`src/rtl/fir_core_pkg.sv`:
```
// Shared FIR core definitions: accumulator FSM states, ALU opcodes, Q15 limits.
package fir_core_pkg;

  localparam int unsigned Q15_W = 16;

  typedef enum logic [0:0] {
    ACC_IDLE  = 1'b0,
    ACC_ACCUM = 1'b1
  } acc_state_e;

  // Opcode encodings shared with the decoder so both sides agree on VMAC
  typedef enum logic [2:0] {
    ALU_NOP  = 3'd0,
    ALU_ADD  = 3'd1,
    ALU_SUB  = 3'd2,
    ALU_MUL  = 3'd3,
    VMAC     = 3'd4,
    ALU_PASS = 3'd5
  } alu_op_e;

  localparam logic signed [Q15_W-1:0] Q15_MAX = 16'sh7FFF;
  localparam logic signed [Q15_W-1:0] Q15_MIN = 16'sh8000;

  // Tap counter width; a single-tap configuration still needs one bit
  function automatic int unsigned cnt_width(input int unsigned taps);
    return (taps > 1) ? $clog2(taps) : 1;
  endfunction

endpackage

```
`src/rtl/fir_accumulator_if.sv`:
```
// MAC-beat and sample-output bus between the ALU/interconnect side and the accumulator.
interface fir_accumulator_if #(
  parameter int unsigned TAPS   = 16,
  parameter int unsigned DATA_W = 32,
  parameter int unsigned OUT_W  = 16
);
  localparam int unsigned CNT_W = fir_core_pkg::cnt_width(TAPS);

  logic              macValid;
  logic              macReady;
  logic [DATA_W-1:0] macResult;
  logic              macClear;
  logic [DATA_W-1:0] accumData;
  logic [CNT_W-1:0]  tapCount;
  logic [OUT_W-1:0]  sampleOut;
  logic              sampleValid;
  logic              sampleReady;
  logic              saturated;

  modport master (
    output macValid, macResult, macClear, sampleReady,
    input  macReady, accumData, tapCount, sampleOut, sampleValid, saturated
  );

  modport slave (
    input  macValid, macResult, macClear, sampleReady,
    output macReady, accumData, tapCount, sampleOut, sampleValid, saturated
  );

endinterface

```
`src/rtl/q15_saturate.sv`:
```
// Combinational signed clamp from DATA_W down to OUT_W with an overflow flag.
module q15_saturate #(
  parameter int unsigned DATA_W = 32,
  parameter int unsigned OUT_W  = 16
) (
  input  logic [DATA_W-1:0] din,
  output logic [OUT_W-1:0]  dout,
  output logic              ovf
);

  localparam int unsigned      HI_W    = DATA_W - OUT_W + 1;
  localparam logic [OUT_W-1:0] POS_MAX = {1'b0, {(OUT_W-1){1'b1}}};
  localparam logic [OUT_W-1:0] NEG_MIN = {1'b1, {(OUT_W-1){1'b0}}};

  logic [HI_W-1:0] hi;

  assign hi = din[DATA_W-1:OUT_W-1];

  // Value fits only when every bit above the output sign bit matches it
  always_comb begin
    ovf  = (hi != {HI_W{1'b0}}) && (hi != {HI_W{1'b1}});
    dout = din[OUT_W-1:0];
    if (ovf) begin
      dout = din[DATA_W-1] ? NEG_MIN : POS_MAX;
    end
  end

endmodule

```
`src/rtl/fir_accumulator.sv`:
```
// FIR accumulator: holds the VMAC running sum, counts taps, emits a Q15 sample.
// Define FIR_ACC_SATURATE_EN to clamp samples instead of wrapping them.
module fir_accumulator
  import fir_core_pkg::*;
#(
  parameter int unsigned TAPS   = 16,
  parameter int unsigned DATA_W = 32,
  parameter int unsigned OUT_W  = 16
) (
  input  logic                clk,
  input  logic                rst,
  fir_accumulator_if.slave    bus
);

  localparam int unsigned      CNT_W    = cnt_width(TAPS);
  localparam logic [CNT_W-1:0] LAST_TAP = CNT_W'(TAPS - 1);

  acc_state_e        state_q, state_d;
  logic [DATA_W-1:0] acc_q, acc_d;
  logic [CNT_W-1:0]  cnt_q, cnt_d;
  logic [OUT_W-1:0]  out_q, out_d;
  logic              valid_q, valid_d;
  logic              sat_q, sat_d;

  logic [OUT_W-1:0]  fmt_data;
  logic              fmt_sat;
  logic              final_beat;
  logic              out_stall;
  logic              mac_ready;
  logic              accept;

`ifdef FIR_ACC_SATURATE_EN
  q15_saturate #(
    .DATA_W (DATA_W),
    .OUT_W  (OUT_W)
  ) u_sat (
    .din  (bus.macResult),
    .dout (fmt_data),
    .ovf  (fmt_sat)
  );
`else
  logic unused_high;
  assign fmt_data    = bus.macResult[OUT_W-1:0];
  assign fmt_sat     = 1'b0;
  assign unused_high = ^bus.macResult[DATA_W-1:OUT_W];
`endif

  // Only a final beat can be stalled, and only by an unconsumed sample
  assign final_beat = (cnt_q == LAST_TAP);
  assign out_stall  = valid_q && !bus.sampleReady;
  assign mac_ready  = !bus.macClear && !(final_beat && out_stall);
  assign accept     = bus.macValid && mac_ready;

  always_comb begin
    state_d = state_q;
    acc_d   = acc_q;
    cnt_d   = cnt_q;
    out_d   = out_q;
    valid_d = valid_q;
    sat_d   = sat_q;

    if (valid_q && bus.sampleReady) begin
      valid_d = 1'b0;
    end

    if (bus.macClear) begin
      state_d = ACC_IDLE;
      acc_d   = '0;
      cnt_d   = '0;
    end else if (accept) begin
      if (final_beat) begin
        state_d = ACC_IDLE;
        acc_d   = '0;
        cnt_d   = '0;
        out_d   = fmt_data;
        valid_d = 1'b1;
        sat_d   = fmt_sat;
      end else begin
        state_d = ACC_ACCUM;
        acc_d   = bus.macResult;
        cnt_d   = cnt_q + CNT_W'(1);
      end
    end
  end

  always_ff @(posedge clk or posedge rst) begin
    if (rst) begin
      state_q <= ACC_IDLE;
      acc_q   <= '0;
      cnt_q   <= '0;
      out_q   <= '0;
      valid_q <= 1'b0;
      sat_q   <= 1'b0;
    end else begin
      state_q <= state_d;
      acc_q   <= acc_d;
      cnt_q   <= cnt_d;
      out_q   <= out_d;
      valid_q <= valid_d;
      sat_q   <= sat_d;
    end
  end

  assign bus.macReady    = mac_ready;
  assign bus.accumData   = acc_q;
  assign bus.tapCount    = cnt_q;
  assign bus.sampleOut   = out_q;
  assign bus.sampleValid = valid_q;
  assign bus.saturated   = sat_q;

endmodule
```
`src/flat_wrapper.sv`:
```
// flat-port wrapper written by rule: the top's interface ports become plain ports
module fir_accumulator_flat import fir_core_pkg::*;
#(
  parameter int unsigned TAPS   = 16,
  parameter int unsigned DATA_W = 32,
  parameter int unsigned OUT_W  = 16
)
  (clk, rst, bus_macValid, bus_macResult, bus_macClear, bus_sampleReady, bus_macReady, bus_accumData, bus_tapCount, bus_sampleOut, bus_sampleValid, bus_saturated);
  fir_accumulator_if #(.TAPS(TAPS), .DATA_W(DATA_W), .OUT_W(OUT_W)) bus_i ();
  input  logic clk;
  input  logic rst;
  input wire logic [$bits(bus_i.macValid)-1:0] bus_macValid;
  input wire logic [$bits(bus_i.macResult)-1:0] bus_macResult;
  input wire logic [$bits(bus_i.macClear)-1:0] bus_macClear;
  input wire logic [$bits(bus_i.sampleReady)-1:0] bus_sampleReady;
  output wire logic [$bits(bus_i.macReady)-1:0] bus_macReady;
  output wire logic [$bits(bus_i.accumData)-1:0] bus_accumData;
  output wire logic [$bits(bus_i.tapCount)-1:0] bus_tapCount;
  output wire logic [$bits(bus_i.sampleOut)-1:0] bus_sampleOut;
  output wire logic [$bits(bus_i.sampleValid)-1:0] bus_sampleValid;
  output wire logic [$bits(bus_i.saturated)-1:0] bus_saturated;
  assign bus_i.macValid = bus_macValid;
  assign bus_i.macResult = bus_macResult;
  assign bus_i.macClear = bus_macClear;
  assign bus_i.sampleReady = bus_sampleReady;
  assign bus_macReady = bus_i.macReady;
  assign bus_accumData = bus_i.accumData;
  assign bus_tapCount = bus_i.tapCount;
  assign bus_sampleOut = bus_i.sampleOut;
  assign bus_sampleValid = bus_i.sampleValid;
  assign bus_saturated = bus_i.saturated;
  fir_accumulator #(.TAPS(TAPS), .DATA_W(DATA_W), .OUT_W(OUT_W)) u_core (.clk(clk), .rst(rst), .bus(bus_i));
endmodule
```
`config.mk`:
```
export PLATFORM = sky130hd
export DESIGN_NAME = fir_accumulator_flat
export DESIGN_NICKNAME = d
export VERILOG_FILES = /design/src/rtl/fir_core_pkg.sv /design/src/rtl/fir_accumulator_if.sv /design/src/rtl/q15_saturate.sv /design/src/rtl/fir_accumulator.sv /design/src/flat_wrapper.sv
export SDC_FILE = /design/constraint.sdc
export NUM_CORES = 1
export LEC_CHECK = 0
export BUFFER_PORTS_ARGS = -buffer_cell sky130_fd_sc_hd__buf_4
export CAP_MARGIN = 20
export CELL_PAD_IN_SITES_DETAIL_PLACEMENT = 1
export CELL_PAD_IN_SITES_GLOBAL_PLACEMENT = 2
export CORE_MARGIN = 2
export CORE_UTILIZATION = 32
export CTS_CLUSTER_SIZE = 8
export DETAILED_ROUTE_END_ITERATION = 16
export PLACE_DENSITY = 0.87
export SLEW_MARGIN = 40
export SYNTH_ARGS = -nofsm -noshare
export SYNTH_HDL_FRONTEND = slang
export SYNTH_HIERARCHICAL = 1
export SYNTH_SLANG_ARGS = --single-unit
```
`constraint.sdc`:
```
create_clock -name clk -period 5.1 [get_ports clk]
set_input_delay 0.255 -clock clk [delete_from_list [all_inputs] [get_ports clk]]
set_output_delay 0.255 -clock clk [all_outputs]
set_load 0.005 [all_outputs]
```
==> impl_metrics.toml <==
[synthesis]
synth-edff-count = 0
yosys-top-cells-area = "dfrtp_1 (64%), a22o_1 (11%), mux2_2 (9.3%)"
yosysTopAreaCellShare_pct = 64.4
ys.flop_type = "dfrtp_1"
syn_avg_cell_area_um2 = 15.3
netlist_instances = 135
ys_warn_count = 6
synth_area_um2 = 2060
synth_largest_area_cell = "dfrtp_1"
synth_cell_types = 29
synth_common_cells = "dfrtp_1 (53), a22o_1 (26), mux2_2 (17)"
synth-seq-area-share_pct = 64.4
syn_nets = 173
ys_seq_elements = 53
synth-async-reset-ratio_pct = 100
yosysMostFrequentCell = "dfrtp_1"

[global_route]
grt_pass1_vias = 1634
grt_max_degree = 54
grt_usage_pct = 14.6
antenna_found_initial = 0
grt-ovfl-total = 0
grt_pass1_wl_mm = 8.34

[pwr]
seqPwrFrac_pct = 53.2
switchingPower_w = 0.000192
intPower_w = 0.000662
p_sw_share_pct = 22.5
power.share.combinational_pct = 12.1
ir_drop_v = 0.000150
power_per_cell_area_nw_per_um2 = 291
total_leakage_power_nw = 1.51
power.share.clock_pct = 34.7

[timing]
setup_viol = 0
fin_crit_sh_pct = 39.6
slew_headroom_pct = 54.1
finalSetupTns_ps = 0
rsz0062_at_grt = "false"
period_needed_ps = 2020
tightest_slew_ps = 689
fmaxAchievable_mhz = 495
clock-skew-final_ps = 5.95
hold_slack_ps = 117
final-hold-violation-count = 0
slew_viol_final = 0

[layout]
area_delta_synth_final_pct = 42.5
drive_gt1_share_pct = 54.6
diodes = 0
fin_cells = 306
fin_nets = 266

[place]
dp_cells = 298
gp_congestion = 0.776
dp_hpwl_mm = 3.75
io_buffers = 90

[drt]
ant_nets = 0
vias = 1517
drt_iter0_drc = 46
wl_per_cell_um = 16.8
drc_errors = 0
drt-total-wl_mm = 5.14
viasPerCell = 4.96
first_pass_iters = 3

[clock_tree]
cts.repair.resized = 0
ctsHoldBuffers = 0
cts.sinks = 53
clkTransAtPathRegs_ps = 90
clockBufferDepth = 2
tritoncts = "yes"
cts-root-buf = "clkbuf_8"
cts_made_buffers = 5
htreeDepth = 2
postCtsSetupBuffers = 0
clk_latency_ps = 300

[run]
max-cap-violations = 0

[floorplan]
io_pins = 92
core_um2 = 6280
placementRows = 29
die_w_um = 84.2
initial_core_util_pct = 32.8
design.die.area_um2 = 7090
die_h_um = 84.2

[critical_path]
worstPathRequired_ps = 5290
crit_chain = "ha_1, nand3_4, nor3b_4, buf_6, mux2_2"
crit_type = "reg -> reg"
cp-start-kind = "register"
slowest_stage = "nor3b_4"
critPathMaxStageDelay_ps = 510
critPathMaxFanout = 9
worstSetupEndpointType = "register"
rr_worst_depth = 5
cp.arrival_ps = 2210

[worst_hold_path]
hold_class = "in -> async"

[outcome]
status = "finished, final reports clean"
path summary, 6_finish.rpt:
path	start	endpoint	slack (ps)
setup reg to reg	u_core/bus.tapCount[0]	u_core/bus.sampleOut[7]	3080
hold reg to reg	u_core/bus.accumData[7]	u_core/bus.accumData[7]	510
min in group clk	bus_macResult[23]	u_core/bus.accumData[23]	160
setup / recovery	u_core/bus.tapCount[0]	u_core/bus.sampleOut[7]	3080
max in group asynchronous	rst	u_core/bus.accumData[31]	4520
hold / removal	rst	u_core/bus.accumData[28]	120
metrics by stage:
stage,setup slack [ps],cell area [µm²],util [%],power (W)
2_1_floorplan,3360,2060,-,0.000499
3_3_place_gp,2960,2790,44.5,0.000565
3_5_place_dp,3060,2820,44.9,0.000568
4_1_cts,3050,2930,46.7,0.000867
5_1_grt,2920,2930,46.7,0.000892
6_report,3080,2930,46.7,0.000853
kinds of logic after synthesis:
family / Yosys count / synth area share, %
and+or+nand+nor: 14 / 5.10
muxes: 18 / 9.78
AOI/OAI and AO/OA: 38 / 16.8
other: 1 / 0.182
buffers and inverters: 10 / 3.16
adders and majority gates: 1 / 0.607
DFF: 53 / 64.4
power groups by stage:
stage / Clock, W / Combinational [W] / Sequential [W]
after CTS: 0.000307 / 0.000107 / 0.000454
after detailed placement: 0 / 0.000107 / 0.000462
final: 0.000296 / 0.000104 / 0.000454
after global routing: 0.000321 / 0.000114 / 0.000457
after global placement: 0 / 0.000103 / 0.000461
after floorplan: 0 / 0.0000380 / 0.000461
per-layer routing:
layer | track usage (%) | share of wire [%] | vias to the layer above
met5 | 0 | 0 | -
met4 | 3.52 | 0.93 | 0
met3 | 7.18 | 11 | 5
met2 | 22.2 | 47 | 57
li1 | - | - | 690
met1 | 18.9 | 41 | 765
flip-flops by register name (all words and copies together) (netlist names):
register / count
u_core/bus.sampleValid: 1
u_core/bus.accumData: 32
u_core/bus.tapCount: 4
u_core/bus.sampleOut: 16
cell type report:
class / count / area, µm²
clock inverter: 1 / 30.0
multi-input combinational: 72 / 671
tap: 77 / 96.3
inverter: 2 / 7.51
fill: 662 / 3340
clock buffer: 7 / 86.3
timing repair buffer: 94 / 717
sequential: 53 / 1330
placed cells by master, fill, tap and decap left out:
cell type / Yosys / routed
buf_4: 1 / 92
dfrtp_1: 53 / 53
a22o_1: 26 / 26
mux2_2: 17 / 17
clkbuf_8: 0 / 6
a32o_1: 6 / 6
nand2_1: 2 / 2
nor3_1: 2 / 2
nor2_1: 2 / 2
bufinv_16: 0 / 1
clkbuf_1: 3 / 1
nand3_4: 1 / 1
nand2b_1: 1 / 1
or2_2: 1 / 1
o31ai_4: 1 / 1
nand2b_4: 1 / 1
nor2b_2: 0 / 1
inv_1: 2 / 1
o21ai_1: 1 / 1
nor3b_4: 1 / 1
mux2i_1: 1 / 1
o2111a_1: 1 / 1
a21oi_1: 1 / 1
o21ai_0: 1 / 1
inv_2: 0 / 1
nand3_1: 1 / 1
and2_1: 1 / 1
a221o_1: 1 / 1
ha_1: 1 / 1
conb_1: 1 / 1
buf_6: 3 / 1
buf_8: 0 / 1
critical path, delay by kind of cell (launching register included):
family	cells	cell delay (ps)
flops	1	420
fa+ha+maj	1	260
mux	1	340
simple gates	2	660
buf+inv	1	230
Note: power is estimated with default switching activity, not from simulation.
